### src/rtl/exec_unit.sv
// exec_unit: execute stage fed by the register file read ports.
// Ports: clk/rst, start/op/dst/a/b request in; busy/done/wr_en/wr_addr/wr_data/zero/carry out.
module exec_unit #(
    parameter int WIDTH = 32,
    parameter int AW    = 4
) (
    input  logic             clk,
    input  logic             rst,
    input  logic             start,
    input  logic [3:0]       op,
    input  logic [AW-1:0]    dst,
    input  logic [WIDTH-1:0] a,
    input  logic [WIDTH-1:0] b,
    output logic             busy,
    output logic             done,
    output logic             wr_en,
    output logic [AW-1:0]    wr_addr,
    output logic [WIDTH-1:0] wr_data,
    output logic             zero,
    output logic             carry
);

    localparam logic [3:0] OP_ADD   = 4'd0;
    localparam logic [3:0] OP_SUB   = 4'd1;
    localparam logic [3:0] OP_AND   = 4'd2;
    localparam logic [3:0] OP_OR    = 4'd3;
    localparam logic [3:0] OP_XOR   = 4'd4;
    localparam logic [3:0] OP_NOR   = 4'd5;
    localparam logic [3:0] OP_SLT   = 4'd6;
    localparam logic [3:0] OP_SLTU  = 4'd7;
    localparam logic [3:0] OP_SLL   = 4'd8;
    localparam logic [3:0] OP_SRL   = 4'd9;
    localparam logic [3:0] OP_SRA   = 4'd10;
    localparam logic [3:0] OP_MULLO = 4'd11;
    localparam logic [3:0] OP_MULHU = 4'd12;

    localparam int CW = (WIDTH > 1) ? $clog2(WIDTH) : 1;

    typedef enum logic [1:0] {
        S_IDLE,
        S_MUL,
        S_WB
    } state_t;

    state_t             state_q;
    logic               busy_q;
    logic               done_q;
    logic               wr_en_q;
    logic [AW-1:0]      wr_addr_q;
    logic [WIDTH-1:0]   wr_data_q;
    logic               zero_q;
    logic               carry_q;

    // Multiply datapath: multiplicand shifts left, multiplier shifts right.
    logic [2*WIDTH-1:0] acc_q;
    logic [2*WIDTH-1:0] acc_d;
    logic [2*WIDTH-1:0] mcand_q;
    logic [WIDTH-1:0]   mplier_q;
    logic [CW-1:0]      cnt_q;
    logic               mul_hi_q;
    logic [AW-1:0]      dst_q;
    logic               mul_last;
    logic [WIDTH-1:0]   mul_res;

    logic [WIDTH:0]     sum;
    logic [WIDTH:0]     diff;
    logic [4:0]         shamt;
    logic [WIDTH-1:0]   alu_res;
    logic               alu_cout;
    logic               is_mul;
    logic               is_rsv;

    assign busy    = busy_q;
    assign done    = done_q;
    assign wr_en   = wr_en_q;
    assign wr_addr = wr_addr_q;
    assign wr_data = wr_data_q;
    assign zero    = zero_q;
    assign carry   = carry_q;

    // Single-cycle result computed straight from the ports; it is
    // captured on the accepting edge, so the ports may change afterwards.
    always_comb begin
        sum      = {1'b0, a} + {1'b0, b};
        // Bit WIDTH of the extended difference is the unsigned borrow.
        diff     = {1'b0, a} - {1'b0, b};
        shamt    = b[4:0];
        alu_res  = '0;
        alu_cout = 1'b0;
        is_mul   = 1'b0;
        is_rsv   = 1'b0;
        unique case (op)
            OP_ADD: begin
                alu_res  = sum[WIDTH-1:0];
                alu_cout = sum[WIDTH];
            end
            OP_SUB: begin
                alu_res  = diff[WIDTH-1:0];
                alu_cout = diff[WIDTH];
            end
            OP_AND:  alu_res = a & b;
            OP_OR:   alu_res = a | b;
            OP_XOR:  alu_res = a ^ b;
            OP_NOR:  alu_res = ~(a | b);
            OP_SLT:  alu_res = {{(WIDTH-1){1'b0}}, ($signed(a) < $signed(b))};
            OP_SLTU: alu_res = {{(WIDTH-1){1'b0}}, (a < b)};
            OP_SLL:  alu_res = a << shamt;
            OP_SRL:  alu_res = a >> shamt;
            OP_SRA:  alu_res = $unsigned($signed(a) >>> shamt);
            OP_MULLO, OP_MULHU: is_mul = 1'b1;
            default: is_rsv = 1'b1;
        endcase
    end

    always_comb begin
        acc_d    = acc_q + (mplier_q[0] ? mcand_q : '0);
        mul_last = (cnt_q == CW'(WIDTH - 1));
        mul_res  = mul_hi_q ? acc_d[2*WIDTH-1:WIDTH] : acc_d[WIDTH-1:0];
    end

    always_ff @(posedge clk) begin
        if (rst) begin
            state_q   <= S_IDLE;
            busy_q    <= 1'b0;
            done_q    <= 1'b0;
            wr_en_q   <= 1'b0;
            wr_addr_q <= '0;
            wr_data_q <= '0;
            zero_q    <= 1'b0;
            carry_q   <= 1'b0;
            acc_q     <= '0;
            mcand_q   <= '0;
            mplier_q  <= '0;
            cnt_q     <= '0;
            mul_hi_q  <= 1'b0;
            dst_q     <= '0;
        end else begin
            done_q  <= 1'b0;
            wr_en_q <= 1'b0;
            unique case (state_q)
                S_MUL: begin
                    acc_q    <= acc_d;
                    mcand_q  <= mcand_q << 1;
                    mplier_q <= mplier_q >> 1;
                    cnt_q    <= cnt_q + 1'b1;
                    if (mul_last) begin
                        state_q   <= S_WB;
                        busy_q    <= 1'b0;
                        done_q    <= 1'b1;
                        wr_en_q   <= 1'b1;
                        wr_addr_q <= dst_q;
                        wr_data_q <= mul_res;
                        zero_q    <= (mul_res == '0);
                        carry_q   <= 1'b0;
                    end
                end
                S_IDLE, S_WB: begin
                    if (start && is_mul) begin
                        state_q  <= S_MUL;
                        busy_q   <= 1'b1;
                        acc_q    <= '0;
                        mcand_q  <= {{WIDTH{1'b0}}, a};
                        mplier_q <= b;
                        cnt_q    <= '0;
                        mul_hi_q <= (op == OP_MULHU);
                        dst_q    <= dst;
                    end else if (start) begin
                        // Reserved ops still pulse done but never write.
                        state_q   <= S_WB;
                        done_q    <= 1'b1;
                        wr_en_q   <= ~is_rsv;
                        if (!is_rsv) begin
                            wr_addr_q <= dst;
                        end
                        wr_data_q <= alu_res;
                        zero_q    <= (alu_res == '0);
                        carry_q   <= alu_cout;
                    end else begin
                        state_q <= S_IDLE;
                    end
                end
                default: begin
                    state_q <= S_IDLE;
                    busy_q  <= 1'b0;
                end
            endcase
        end
    end

endmodule

### config.mk
export PLATFORM = sky130hd
export DESIGN_NAME = exec_unit
export DESIGN_NICKNAME = d
export VERILOG_FILES = /design/src/rtl/exec_unit.sv
export SDC_FILE = /design/constraint.sdc
export NUM_CORES = 1
export LEC_CHECK = 0
export ABC_CLOCK_PERIOD_IN_PS = 8230
export CORE_MARGIN = 5
export CORE_UTILIZATION = 40
export DETAILED_ROUTE_END_ITERATION = 10
export GPL_TIMING_DRIVEN = 0
export SYNTH_ARGS = -nofsm -noshare
export SYNTH_HDL_FRONTEND = slang
export SYNTH_SLANG_ARGS = --single-unit
### constraint.sdc
create_clock -name clk -period 8.23 [get_ports clk]
set_clock_uncertainty 0.1 [all_clocks]
set_input_delay 1.646 -clock clk [delete_from_list [all_inputs] [get_ports clk]]
set_output_delay 1.646 -clock clk [all_outputs]
set_load 0.02 [all_outputs]
==> flow_metrics.tcl <==
set metrics [dict create \
    syn-num-nets 3487 \
    fin_ws_ps 29.6 \
    ys_ff_latch 213 \
    cp-end-kind "register" \
    synthMuxAreaShare 0.122 \
    gp_congestion 1.12 \
    path_cells "clkdlybuf4s50_1, clkbuf_2, inv_1, buf_4, clkbuf_2, ha_1, clkbuf_1, and2_1, a221oi_1, nand2_1, a221o_1, a211oi_2, nand4_1, a211oi_1, or4b_1, or4_1, or4_1, or3_1, nand3_1" \
    start_kind "primary input" \
    hpwl_um 103000 \
    hold_buffers 0 \
    dieWidth_um 254 \
    fin_util 0.459 \
    p_int_w 0.00229 \
    rsz0062_at_grt "false" \
    htree_levels 1 \
    min_path_type "register to register" \
    wire_per_inst_um 30.6 \
    tns_ps 0 \
    seqPwrFrac 0.300 \
    via_per_inst 6.74 \
    max_freq_mhz 122 \
    min-delay-start "mcand_q[49]" \
    yosys_most_used_dff "dfxtp_1" \
    drc 0 \
    status "completed" \
    place_ws_ps -1570 \
    finalSetupViolations 0 \
    final-hold-violation-count 0 \
    path_buf_inv 6 \
    nets 3630 \
    synth-compound-area-share 0.282 \
    dieHeight_um 254 \
    finalCritPeriodShare 0.996 \
    synth-edff-count 0 \
    wl_um 128000 \
    total_power_w 0.00366 \
    cp.required_ps 8660 \
    synthAdderAreaFrac 0.0916 \
    firstDrtPassIters 8 \
    yosys_warnings 0 \
    root_buffer "clkbuf_16" \
    fp-row-count 89 \
    worst_slew_pin_slew_ps 1420 \
    power.leakage_nw 10.0 \
    p_switching_w 0.00138 \
    clock_path_buffers 3 \
    port_buffers 112 \
    die-area_um2 64700 \
    grt_pass1_wl_um 182000 \
    worst-setup-path-type "primary input to register" \
    p_comb_frac 0.322 \
    synth.avg_cell_area_um2 7.37 \
    cts.sinks 213 \
    cpPeakStageDelay_ps 530 \
    num-fill-cells 6177 \
    first_global_vias 25828 \
    synthSimpleGateAreaFrac 0.235 \
    crit_arrival_ps 8630 \
    num_vias 28197 \
    globalRouteTotalUtil 0.376 \
    p_per_area_nw_per_um2 135 \
    cp_max_fo 19 \
    async_flop_share 0 \
    pin_count 116 \
    drive_above_1_share 0.0590 \
    clock_latency_ps 610 \
    cts_tree "done" \
    synth_top_family_by_area "compound AO/OA/AOI/OAI gates" \
    antenna_found_initial 2 \
    ant_nets 0 \
    synth_xor_area_frac 0.0260 \
    syn_to_final_growth_pct 13.4 \
    cp_top_family "simple AND/OR/NAND/NOR gates" \
    final_max_slew_viol_count 0 \
    slowest_stage "or4_1" \
    drt_iter0_markers 4322 \
    r2r-start "mplier_q[0]" \
    switching_share 0.375 \
    start_util 0.404 \
    vdd_ir_drop_max_v 0.000192 \
    synthesis.area_um2 23900 \
    slew-limit-headroom 0.0488 \
    maxCapViolCount 0 \
    post-route-min-period_ps 8200 \
    coreArea_um2 59000 \
    power.share.clock 0.378 \
    ys_seq_area_frac 0.179 \
    grt_overflow 0 \
    cp-startpoint "b[3]" \
    clk_pin_slew_ps 60 \
    grt_start_max_net_pins 29 \
    cts_buffers 29 \
    synth_cell_types 87 \
    synth_cells 3239 \
]
path summary, 6_finish.rpt:
| check | slack, ps | depth (start not counted) | end |
|---|---|---|---|
| setup / recovery | 30 | 19 | zero |
| hold / removal | 350 | 2 | mcand_q[50] |
| setup reg to reg | 1390 | 17 | zero |
| hold reg to reg | 350 | 2 | mcand_q[50] |
logic make-up (layout without fill, tap and decap cells):
kind of cell / count (synthesis) / in the layout
other: 0 / 3
DFF: 213 / 213
xor gates and xnor gates: 71 / 71
muxes: 213 / 213
and+or+nand+nor: 1176 / 1176
adders and majority gates: 173 / 173
AOI/OAI and AO/OA: 1003 / 1003
buffers and inverters: 390 / 556
cells in the mapped netlist, drive strengths merged, types with 65 or more instances:
cell type,n,area share
mux2i,123,0.052
clkbuf,223,0.035
o21ai,138,0.029
a21oi,276,0.058
nand3,115,0.024
nor2,333,0.052
nor3,65,0.014
nand2,328,0.052
inv,109,0.017
a211oi,107,0.034
dfxtp,213,0.18
ha,170,0.089
and2,83,0.022
through the flow:
| stage | std cells | hold slack [ps] | cell area, µm² |
|---|---|---|---|
| 2_1_floorplan | 3239 | 336 | 23900 |
| 3_3_place_gp | 4124 | 343 | 26000 |
| 3_5_place_dp | 4127 | 349 | 26000 |
| 4_1_cts | 4178 | 358 | 27000 |
| 5_1_grt | 4178 | 378 | 27100 |
| 6_report | 4181 | 354 | 27100 |
timing repair:
item / CTS / global route
resized for setup: 6 / 12
endpoints found under the setup margin: 3 / 1
setup buffers: 0 / 0
power groups by stage:
stage / Combinational [W] / Clock, W / Sequential, W
after floorplan: 0.000639 / 0 / 0.00113
after global placement: 0.00112 / 0 / 0.00112
after detailed placement: 0.00111 / 0 / 0.00112
after CTS: 0.00111 / 0.00140 / 0.00110
after global routing: 0.00122 / 0.00144 / 0.00110
final: 0.00118 / 0.00139 / 0.00110
worst min-delay path: stages (launching register included):
cell	delay, ps
dfxtp_1	320
nand2_1	60
a21oi_1	50
layout by cell type, fill, tap and decap left out, types with 25 or more instances in the layout:
master	count
nor2_1	333
nand2_1	328
a21oi_1	276
clkbuf_1	224
dfxtp_1	213
ha_1	170
o21ai_0	138
mux2i_1	123
nand3_1	115
clkdlybuf4s50_1	112
inv_1	109
a211oi_1	106
and2_1	82
nor3_1	63
a22oi_1	53
mux4_2	52
nand4_1	51
xnor2_1	46
a31oi_1	43
nor2b_1	41
a21o_1	37
a221oi_1	35
buf_1	33
o31ai_1	32
mux2_2	30
o22ai_1	29
clkbuf_16	29
nand2b_1	28
o211ai_1	28
o21a_1	27
xor2_1	25
per-layer routing:
metal	part of all wire	vias to the layer above	wire [µm]	GRT usage
met5	0.00011	-	14	0
met4	0.042	2	5420	0.120
met3	0.15	356	19300	0.161
met2	0.39	2003	49300	0.515
met1	0.42	13488	53900	0.532
li1	-	12348	-	-
final cells by class:
cell class              count  area (µm²)  share of cell area
clock inverters            16         219             0.00809
plain buffers             277        1120              0.0413
inverters                 110         413              0.0152
clock buffers              38         800              0.0295
diodes                      3        7.51            0.000277
well taps                 773         967              0.0357
repair buffers            115        1140              0.0421
multi-input cells        2636       18100               0.670
flip-flops and latches    213        4260               0.157
flip-flops by register name, summed over array words and instances (netlist names):
signal / flops
state_q: 2
mul_hi_q: 1
cnt_q: 5
wr_addr: 4
done: 1
dst_q: 4
wr_en: 1
wr_data: 32
busy: 1
carry: 1
acc_q: 64
mplier_q: 32
mcand_q: 64
zero: 1
No activity file was read; power rests on OpenSTA's default activity.
